## config.mk

```make
export PLATFORM = sky130hd
export DESIGN_NAME = sar_conv_scheduler
export DESIGN_NICKNAME = d
export VERILOG_FILES = /design/src/rtl/sar_conv_scheduler.sv
export SDC_FILE = /design/constraint.sdc
export NUM_CORES = 1
export LEC_CHECK = 0
export ABC_CLOCK_PERIOD_IN_PS = 1530
export BUFFER_PORTS_ARGS = -buffer_cell sky130_fd_sc_hd__buf_4
export CAP_MARGIN = 10
export CORE_MARGIN = 2
export CORE_UTILIZATION = 44
export DETAILED_ROUTE_END_ITERATION = 8
export PLACE_DENSITY = 0.84
export SETUP_SLACK_MARGIN = 0.4
export SLEW_MARGIN = 25
export SYNTH_ARGS = -nofsm -noshare
export SYNTH_HDL_FRONTEND = slang
export SYNTH_SLANG_ARGS = --single-unit
```

## constraint.sdc

```tcl
create_clock -name clk -period 1.53 [get_ports clk]
set_input_delay 0.306 -clock clk [delete_from_list [all_inputs] [get_ports clk]]
set_output_delay 0.306 -clock clk [all_outputs]
set_load 0.005 [all_outputs]
```

## src/rtl/sar_conv_scheduler.sv

```systemverilog
// sar_conv_scheduler: round-robin sharing of one 4-bit SAR core and its sample/hold
//   front end among NUM_CH requesters. Per grant it samples, converts, then returns
//   {res_ch, res_data, res_err} on a valid/ready port and pulses ack for the channel.
// Latency: grant -> res_valid = 1 + SAMPLE_CYCLES + 6 cycles with a 5-cycle core.
// Backpressure: RESULT holds res_* stable until res_ready; no new grant meanwhile.
// Ports: clk/reset (sync, active-high); req[NUM_CH] in, ack[NUM_CH] out; ch_sel,
//   sh_sample, sar_rst drive the front end/core; sar_bits, sar_done from the core;
//   res_valid/res_ready/res_data/res_ch/res_err result port; busy = not IDLE.
// Build option: define SAR_SCHED_AVG_EN to average 4 conversions per grant.
module sar_conv_scheduler #(
  parameter int NUM_CH         = 4,
  parameter int CH_W           = $clog2(NUM_CH),
  parameter int SAMPLE_CYCLES  = 2,
  parameter int TIMEOUT_CYCLES = 15
) (
  input  logic              clk,
  input  logic              reset,
  input  logic [NUM_CH-1:0] req,
  output logic [NUM_CH-1:0] ack,
  output logic [CH_W-1:0]   ch_sel,
  output logic              sh_sample,
  output logic              sar_rst,
  input  logic [3:0]        sar_bits,
  input  logic              sar_done,
  output logic              res_valid,
  input  logic              res_ready,
  output logic [3:0]        res_data,
  output logic [CH_W-1:0]   res_ch,
  output logic              res_err,
  output logic              busy
);

  typedef enum logic [1:0] {S_IDLE, S_SAMPLE, S_CONVERT, S_RESULT} state_t;

  localparam int CNT_MAX = (SAMPLE_CYCLES > TIMEOUT_CYCLES) ? SAMPLE_CYCLES : TIMEOUT_CYCLES;
  localparam int CNT_W   = $clog2(CNT_MAX + 1);
  localparam logic [CNT_W-1:0] SAMPLE_LAST  = CNT_W'(SAMPLE_CYCLES - 1);
  localparam logic [CNT_W-1:0] TIMEOUT_LAST = CNT_W'(TIMEOUT_CYCLES - 1);

  state_t            state_q, state_d;
  logic [CH_W-1:0]   ch_sel_q, ch_sel_d;
  logic [CH_W-1:0]   last_grant_q, last_grant_d;
  logic [CNT_W-1:0]  cnt_q, cnt_d;
  logic [3:0]        res_data_q, res_data_d;
  logic              res_err_q, res_err_d;
  logic              grant_vld;
  logic [CH_W-1:0]   grant_ch;
`ifdef SAR_SCHED_AVG_EN
  logic [5:0]        acc_q, acc_d;
  logic [1:0]        pass_q, pass_d;
  logic [5:0]        acc_sum;
  assign acc_sum = acc_q + {2'b00, sar_bits};
`endif

  // Channel index base+off, wrapped modulo NUM_CH (works for non-power-of-2 counts).
  function automatic logic [CH_W-1:0] wrap_add(input logic [CH_W-1:0] base, input int off);
    int s;
    s = int'(base) + off;
    if (s >= NUM_CH) s = s - NUM_CH;
    return CH_W'(s);
  endfunction

  // Round-robin: first requester after last_grant; last_grant itself is checked last.
  always_comb begin
    grant_vld = 1'b0;
    grant_ch  = '0;
    for (int i = 1; i <= NUM_CH; i++) begin
      if (!grant_vld && req[wrap_add(last_grant_q, i)]) begin
        grant_vld = 1'b1;
        grant_ch  = wrap_add(last_grant_q, i);
      end
    end
  end

  // State register
  always_ff @(posedge clk) begin
    if (reset) begin
      state_q      <= S_IDLE;
      ch_sel_q     <= '0;
      last_grant_q <= CH_W'(NUM_CH - 1);
      cnt_q        <= '0;
      res_data_q   <= '0;
      res_err_q    <= 1'b0;
`ifdef SAR_SCHED_AVG_EN
      acc_q        <= '0;
      pass_q       <= '0;
`endif
    end else begin
      state_q      <= state_d;
      ch_sel_q     <= ch_sel_d;
      last_grant_q <= last_grant_d;
      cnt_q        <= cnt_d;
      res_data_q   <= res_data_d;
      res_err_q    <= res_err_d;
`ifdef SAR_SCHED_AVG_EN
      acc_q        <= acc_d;
      pass_q       <= pass_d;
`endif
    end
  end

  // Next-state and datapath
  always_comb begin
    state_d      = state_q;
    ch_sel_d     = ch_sel_q;
    last_grant_d = last_grant_q;
    cnt_d        = cnt_q;
    res_data_d   = res_data_q;
    res_err_d    = res_err_q;
`ifdef SAR_SCHED_AVG_EN
    acc_d        = acc_q;
    pass_d       = pass_q;
`endif
    case (state_q)
      S_IDLE: begin
        if (grant_vld) begin
          ch_sel_d     = grant_ch;
          last_grant_d = grant_ch;
          cnt_d        = '0;
          res_err_d    = 1'b0;
`ifdef SAR_SCHED_AVG_EN
          acc_d        = '0;
          pass_d       = '0;
`endif
          state_d      = S_SAMPLE;
        end
      end
      S_SAMPLE: begin
        if (cnt_q == SAMPLE_LAST) begin
          cnt_d   = '0;
          state_d = S_CONVERT;
        end else begin
          cnt_d = cnt_q + 1'b1;
        end
      end
      S_CONVERT: begin
        // A done on the final allowed cycle still counts as a good conversion.
        if (sar_done) begin
`ifdef SAR_SCHED_AVG_EN
          if (pass_q == 2'd3) begin
            res_data_d = acc_sum[5:2];
            state_d    = S_RESULT;
          end else begin
            acc_d   = acc_sum;
            pass_d  = pass_q + 1'b1;
            cnt_d   = '0;
            state_d = S_SAMPLE;
          end
`else
          res_data_d = sar_bits;
          state_d    = S_RESULT;
`endif
        end else if (cnt_q == TIMEOUT_LAST) begin
          res_data_d = '0;
          res_err_d  = 1'b1;
          state_d    = S_RESULT;
        end else begin
          cnt_d = cnt_q + 1'b1;
        end
      end
      S_RESULT: begin
        if (res_ready) state_d = S_IDLE;
      end
      default: state_d = S_IDLE;
    endcase
  end

  // Outputs: pure functions of state, plus the handshake for ack.
  always_comb begin
    ack            = '0;
    sh_sample      = (state_q == S_SAMPLE);
    sar_rst        = (state_q != S_CONVERT);
    res_valid      = (state_q == S_RESULT);
    busy           = (state_q != S_IDLE);
    ch_sel         = ch_sel_q;
    res_ch         = ch_sel_q;
    res_data       = res_data_q;
    res_err        = res_err_q;
    if (state_q == S_RESULT && res_ready) ack[ch_sel_q] = 1'b1;
  end

endmodule

```

; ---- Word level (Yosys, flattened, before mapping)
; Index checks and enable logic that the tools add are counted.
[word_totals]
ff_bits = 15
latch_bits = 0
ram_bits = 0
rom_bits = 0
in_bits = 12
output_inout_bits = 17
elab_cells = 96
memories = 0
[classes]
add_sub_neg = 9
mul = 0
div_mod_pow = 0
magnitude_cmp = 10
n_eq_ne = 13
n_shift = 0
n_mux = 40
bitwise = 0
reduce_logical = 18
[op_table]
columns = operator, count
row1 = two-way mux 4 bit, 7
row2 = two-way mux 2 bit, 13
row3 = less-than comparator 2 x 3 -> 1 bit (second input constant), 5
row4 = two-way mux 1 bit, 12
row5 = one-hot mux 4 bit (3 select lines), 1
row6 = AND reduction 4 bit, 3
row7 = inequality test 2 bit (second input constant), 5
row8 = >= comparator 3 bit (second input constant), 3
row9 = binary-select mux 1 bit (select 2 bit), 4
row10 = one-hot mux 2 bit (4 select lines), 1
row11 = subtractor 2 x 1 -> 2 bit (second input constant), 4
row12 = adder 2 x 2 -> 3 bit (second input constant), 2
row13 = nonzero test 2 bit, 3
row14 = logical AND 1 bit, 5
row15 = adder 2 x 3 -> 4 bit (second input constant), 1
row16 = adder 4 x 1 -> 4 bit (second input constant), 1
row17 = == test 2 bit (second input constant), 2
row18 = == test 4 x 1 -> 1 bit (second input constant), 1
row19 = == test 4 bit (second input constant), 1
row20 = >= comparator 4 x 3 -> 1 bit (second input constant), 1
row21 = inequality test 2 x 1 -> 1 bit (second input constant), 2
row22 = AND reduction 2 bit, 2
row23 = adder 2 x 1 -> 3 bit (second input constant), 1
row24 = zero test 1 bit, 3
row25 = other kinds (7), 7

; ---- Logic depth before layout (Yosys ltp)
[logic_depth]
ltp_word = 17
mapped_depth = 7
depth_no_buf = 6

; ---- Worst setup path after synthesis
; OpenSTA, ideal clock, no wires.
[synth_timing]
path_kind = flip-flop to flip-flop
from = reg state_q[0]
to = reg cnt_q[2]
setup_ns = 0.133
t_arrival_ns = 1.495
required_time_ns = 1.397
setup_slack_ns = -0.097
path_stages_with_launch = 8
n_path_buf = 1
period_less_slack_ns = 1.627
path_cell_list = dfxtp_1 inv_1 ha_1 buf_2 nor4b_1 nor2_1 nand4b_1 a31oi_1
[synth_between]
elab_chain_len = 3
word_cells_on_any_way = 9
classes_between = 5 x eq/ne / 1 x mux / 3 x reduce/logical
[synth_lines]
columns = element, line
row1 = "start, declared", 40  ; state_t state_q, state_d;
row2 = "start signal, assigned", 89  ; state_q <= state_d;
row3 = == test 2 bit (tied with other cells), 114  ; case (state_q)
row4 = inequality test 2 bit (no line) or nonzero test 3 bit (tied branches), -
row5 = AND reduction 4 bit (no line), -
row6 = "end signal, assigned", 92  ; cnt_q <= cnt_d;
row7 = "end, declared", 43  ; logic [CNT_W-1:0] cnt_q, cnt_d;
; Parallel ways exist; a longest one is shown, timed or not.
; A chain may end at the register's enable or synchronous reset.

; ---- Worst setup path in the final report
[layout_timing]
from = reg cnt_q[0]
to = reg cnt_q[2]
[layout_between]
elab_chain_len = 4
word_cells_on_any_way = 9
classes_between = 1 x add/sub / 3 x eq/ne / 4 x mux / 1 x reduce/logical
[layout_lines]
columns = element, line
row1 = adder 4 x 1 -> 4 bit, "133, 158"
row2 = two-way mux 4 bit, 153  ; end else if (cnt_q == TIMEOUT_LAST) begin
row3 = two-way mux 4 bit, 138  ; if (sar_done) begin
row4 = one-hot mux 4 bit (3 select lines), 114
; Parallel ways exist; a longest one is shown, timed or not. The select of a mux whose other input is x is not followed.

==> results.toml <==
[clock_tree]
clock_tree.buffer_depth = 2
clock_slew_at_reported_path_ffs_ns = 0.10
cts-root-buf = "sky130_fd_sc_hd__clkbuf_4"
cts_hold_buffers = 0
clock_latency_ns = 0.28
cts_sinks = 15
cts_made_buffers = 3
cts_tree = "yes"
cts_htree_levels = 1

[global_routing]
first_pass_grt_wire_length_mm = 4.58
track_usage = 0.234
number_of_antenna_violations_at_the_first_check_in_global_routing = 0
grt_max_degree = 16
grt_pass1_vias = 1010
gr-total-overflow = 0

[synth]
synth_flop_type = "sky130_fd_sc_hd__dfxtp_1"
synth_area_um2 = 922
synth_area_per_cell_um2 = 8.62
postSynth.asyncResetShare = 0
yosys.cell_types.count = 37
synth.net_count = 127
synthesis_warning_total = 0
yosysSeqAreaShare = 0.326
ys_ff_latch = 15
post_synth_edffs = 0
syn_inst = 107

[place]
hpwl_dp_mm = 1.63
detailedPlace.worstSlack_ns = -0.100
io_buffer_count = 28
gp_congestion = 0.842
placement.cell_area_um2 = 1220

[sta]
timing.final.setup_violations = 9
hold_viol_final = 0
finClkSkew_ns = 0.00822
max_clock_freq_mhz = 601
timing.final.crit_share = 1.09
rsz_0062_raised_after_global_routing = "yes"
worst_hold_margin_ns = 0.289
tightestPinTransition_ns = 0.410
maxSlewViolCount = 0
setup_tns_ns = -0.402
final_critical_path_setup_slack_ns = -0.135
period_needed_ns = 1.66
slew_headroom = 0.724

[outcome]
run_status = "finished, violations left"
violated_checks = "setup timing"

[setup_path]
critPathSlowestCell = "sky130_fd_sc_hd__a221oi_4"
cp_max_fanout = 7
critPathBufInv = 1
reg2reg_setup_slack_ns = -0.13
critical_path_class = "reg -> reg"
timing.critical_path.slowest_cell_delay_ns = 0.40
worstPathArrival_ns = 1.85
required_ns = 1.72
critPathCaptureType = "flip-flop"
critPathTopFamily = "compound AO/OA/AOI/OAI gates"
crit_chain = "inv_4 -> ha_4 -> a31o_4 -> a221oi_4 -> nand4b_1 -> a31oi_1"
sort_of_element_at_the_start_of_the_critical_path = "flip-flop"

[drt]
firstDrtPassIters = 4
initialDrtViolationCount = 15
vias = 1041
routed_via_density = 5.51
postRouteAntennaNets = 0
detail_route.wirelength_mm = 3.20
drt_wl_cell_um = 16.9
drt_drc_violations_left = 0

[finish]
total_inserted_antenna_cells = 0
final_design_area_no_fill_um2 = 1660
areaGrowthSynthToFinish_pct = 80.1
finalNetCount = 183
post_route_cells_drive_above_1_share = 0.623

[die]
fp.dieW_um = 49.8
initial_core_util = 0.470
floorplan.rows = 16
die_area_um2 = 2480
placeableCoreArea_um2 = 1960
die_y_um = 49.8
boundaryPins = 29

[pwr]
power.ir.vdd_worst_v = 0.00106
power_density_nw_per_um2 = 1570
cellLeakagePower_nw = 0.689

[worst_hold_path]
holdCritPathClass = "in -> reg"

[run]
timing.max_cap.violations = 0
power by group:
group,internal [W],switching (W)
Combinational,0.000979,0.000774
Clock,0.000101,0.000129
Sequential,0.000496,0.000130
Total,0.00158,0.00103
sequential cells by signal (all words and copies together) (netlist names):
signal        count
ch_sel            2
res_data          4
last_grant_q      2
state_q           2
cnt_q             4
res_err           1
path summary, 6_finish.rpt:
check              startpoint          end  depth (start not counted)
hold reg to reg   res_data[3]  res_data[3]                          2
hold / removal    sar_bits[3]  res_data[3]                          3
setup reg to reg     cnt_q[0]     cnt_q[2]                          6
setup / recovery     cnt_q[0]     cnt_q[2]                          6
synthesized netlist by cell type, types with 2 or more instances:
cell type                   n  area share
sky130_fd_sc_hd__dfxtp_1   15        0.33
sky130_fd_sc_hd__nor2_1    12       0.049
sky130_fd_sc_hd__inv_1     10       0.041
sky130_fd_sc_hd__ha_1       8        0.11
sky130_fd_sc_hd__a21oi_1    5       0.027
sky130_fd_sc_hd__nand2_1    5       0.020
sky130_fd_sc_hd__nand3_1    5       0.027
sky130_fd_sc_hd__a31oi_1    4       0.027
sky130_fd_sc_hd__a32oi_1    4       0.038
sky130_fd_sc_hd__nor3_1     4       0.022
sky130_fd_sc_hd__nand2b_1   3       0.020
sky130_fd_sc_hd__o21ai_0    3       0.016
sky130_fd_sc_hd__buf_4      2       0.016
sky130_fd_sc_hd__nand3b_1   2       0.016
sky130_fd_sc_hd__o221ai_1   2       0.019
sky130_fd_sc_hd__or2b_1     2       0.016
layout by cell type, fill, tap and decap left out, types with 5 or more instances in the layout:
cell type                 synthesis  final
sky130_fd_sc_hd__nor2_1          12      9
sky130_fd_sc_hd__inv_4            0      5
sky130_fd_sc_hd__ha_4             0      6
sky130_fd_sc_hd__dfxtp_4          0      5
sky130_fd_sc_hd__buf_4            2     38
sky130_fd_sc_hd__dfxtp_1         15      9
sky130_fd_sc_hd__a21oi_2          1      5
sky130_fd_sc_hd__buf_6            0     17
stage by stage:
step | total power [W] | util | cells
6_report | 0.00261 | 0.846 | 189
5_1_grt | 0.00276 | 0.846 | 189
3_3_place_gp | 0.00147 | 0.622 | 167
4_1_cts | 0.00228 | 0.776 | 182
2_1_floorplan | 0.00111 | - | 107
3_5_place_dp | 0.00150 | 0.622 | 167
area by class of cell:
class | instances | area (µm²)
clock buffer | 4 | 26.3
tap | 27 | 33.8
timing repair buffer | 55 | 477
multi-input combinational | 78 | 753
fill | 114 | 302
sequential | 15 | 320
inverter | 10 | 50.0
worst register-to-register path, stage by stage (launching register included):
cell and delay [ns]:
sky130_fd_sc_hd__dfxtp_4 0.38, sky130_fd_sc_hd__inv_4 0.04, sky130_fd_sc_hd__ha_4 0.15, sky130_fd_sc_hd__a31o_4 0.22, sky130_fd_sc_hd__a221oi_4 0.40, sky130_fd_sc_hd__nand4b_1 0.14, sky130_fd_sc_hd__a31oi_1 0.24
cell families (layout without fill, tap and decap cells):
group | after synthesis | after routing | share of synthesized area
flip-flops | 15 | 15 | 0.326
AND/OR/NAND/NOR | 42 | 42 | 0.261
multiplexers | 1 | 1 | 0.0109
buffers and inverters | 14 | 69 | 0.0665
AO/OA/AOI/OAI | 27 | 27 | 0.228
adder cells (fa/ha/maj) | 8 | 8 | 0.109
per-layer routing:
| metal | routed length (µm) | global-route usage | vias up |
|---|---|---|---|
| li1 | - | - | 502 |
| met1 | 1300 | 0.280 | 496 |
| met2 | 1710 | 0.411 | 35 |
| met3 | 123 | 0.0545 | 8 |
| met4 | 63 | 0.0694 | 0 |
| met5 | 0 | 0 | - |
timing repair:
item | in CTS | in global routing
gates resized for setup | 50 | 21
buffers inserted | 11 | 7
endpoints found under the setup margin | 27 | 27
cloned | 0 | 0
pin swaps | 20 | 10
Power figures use the tool's default switching activity.
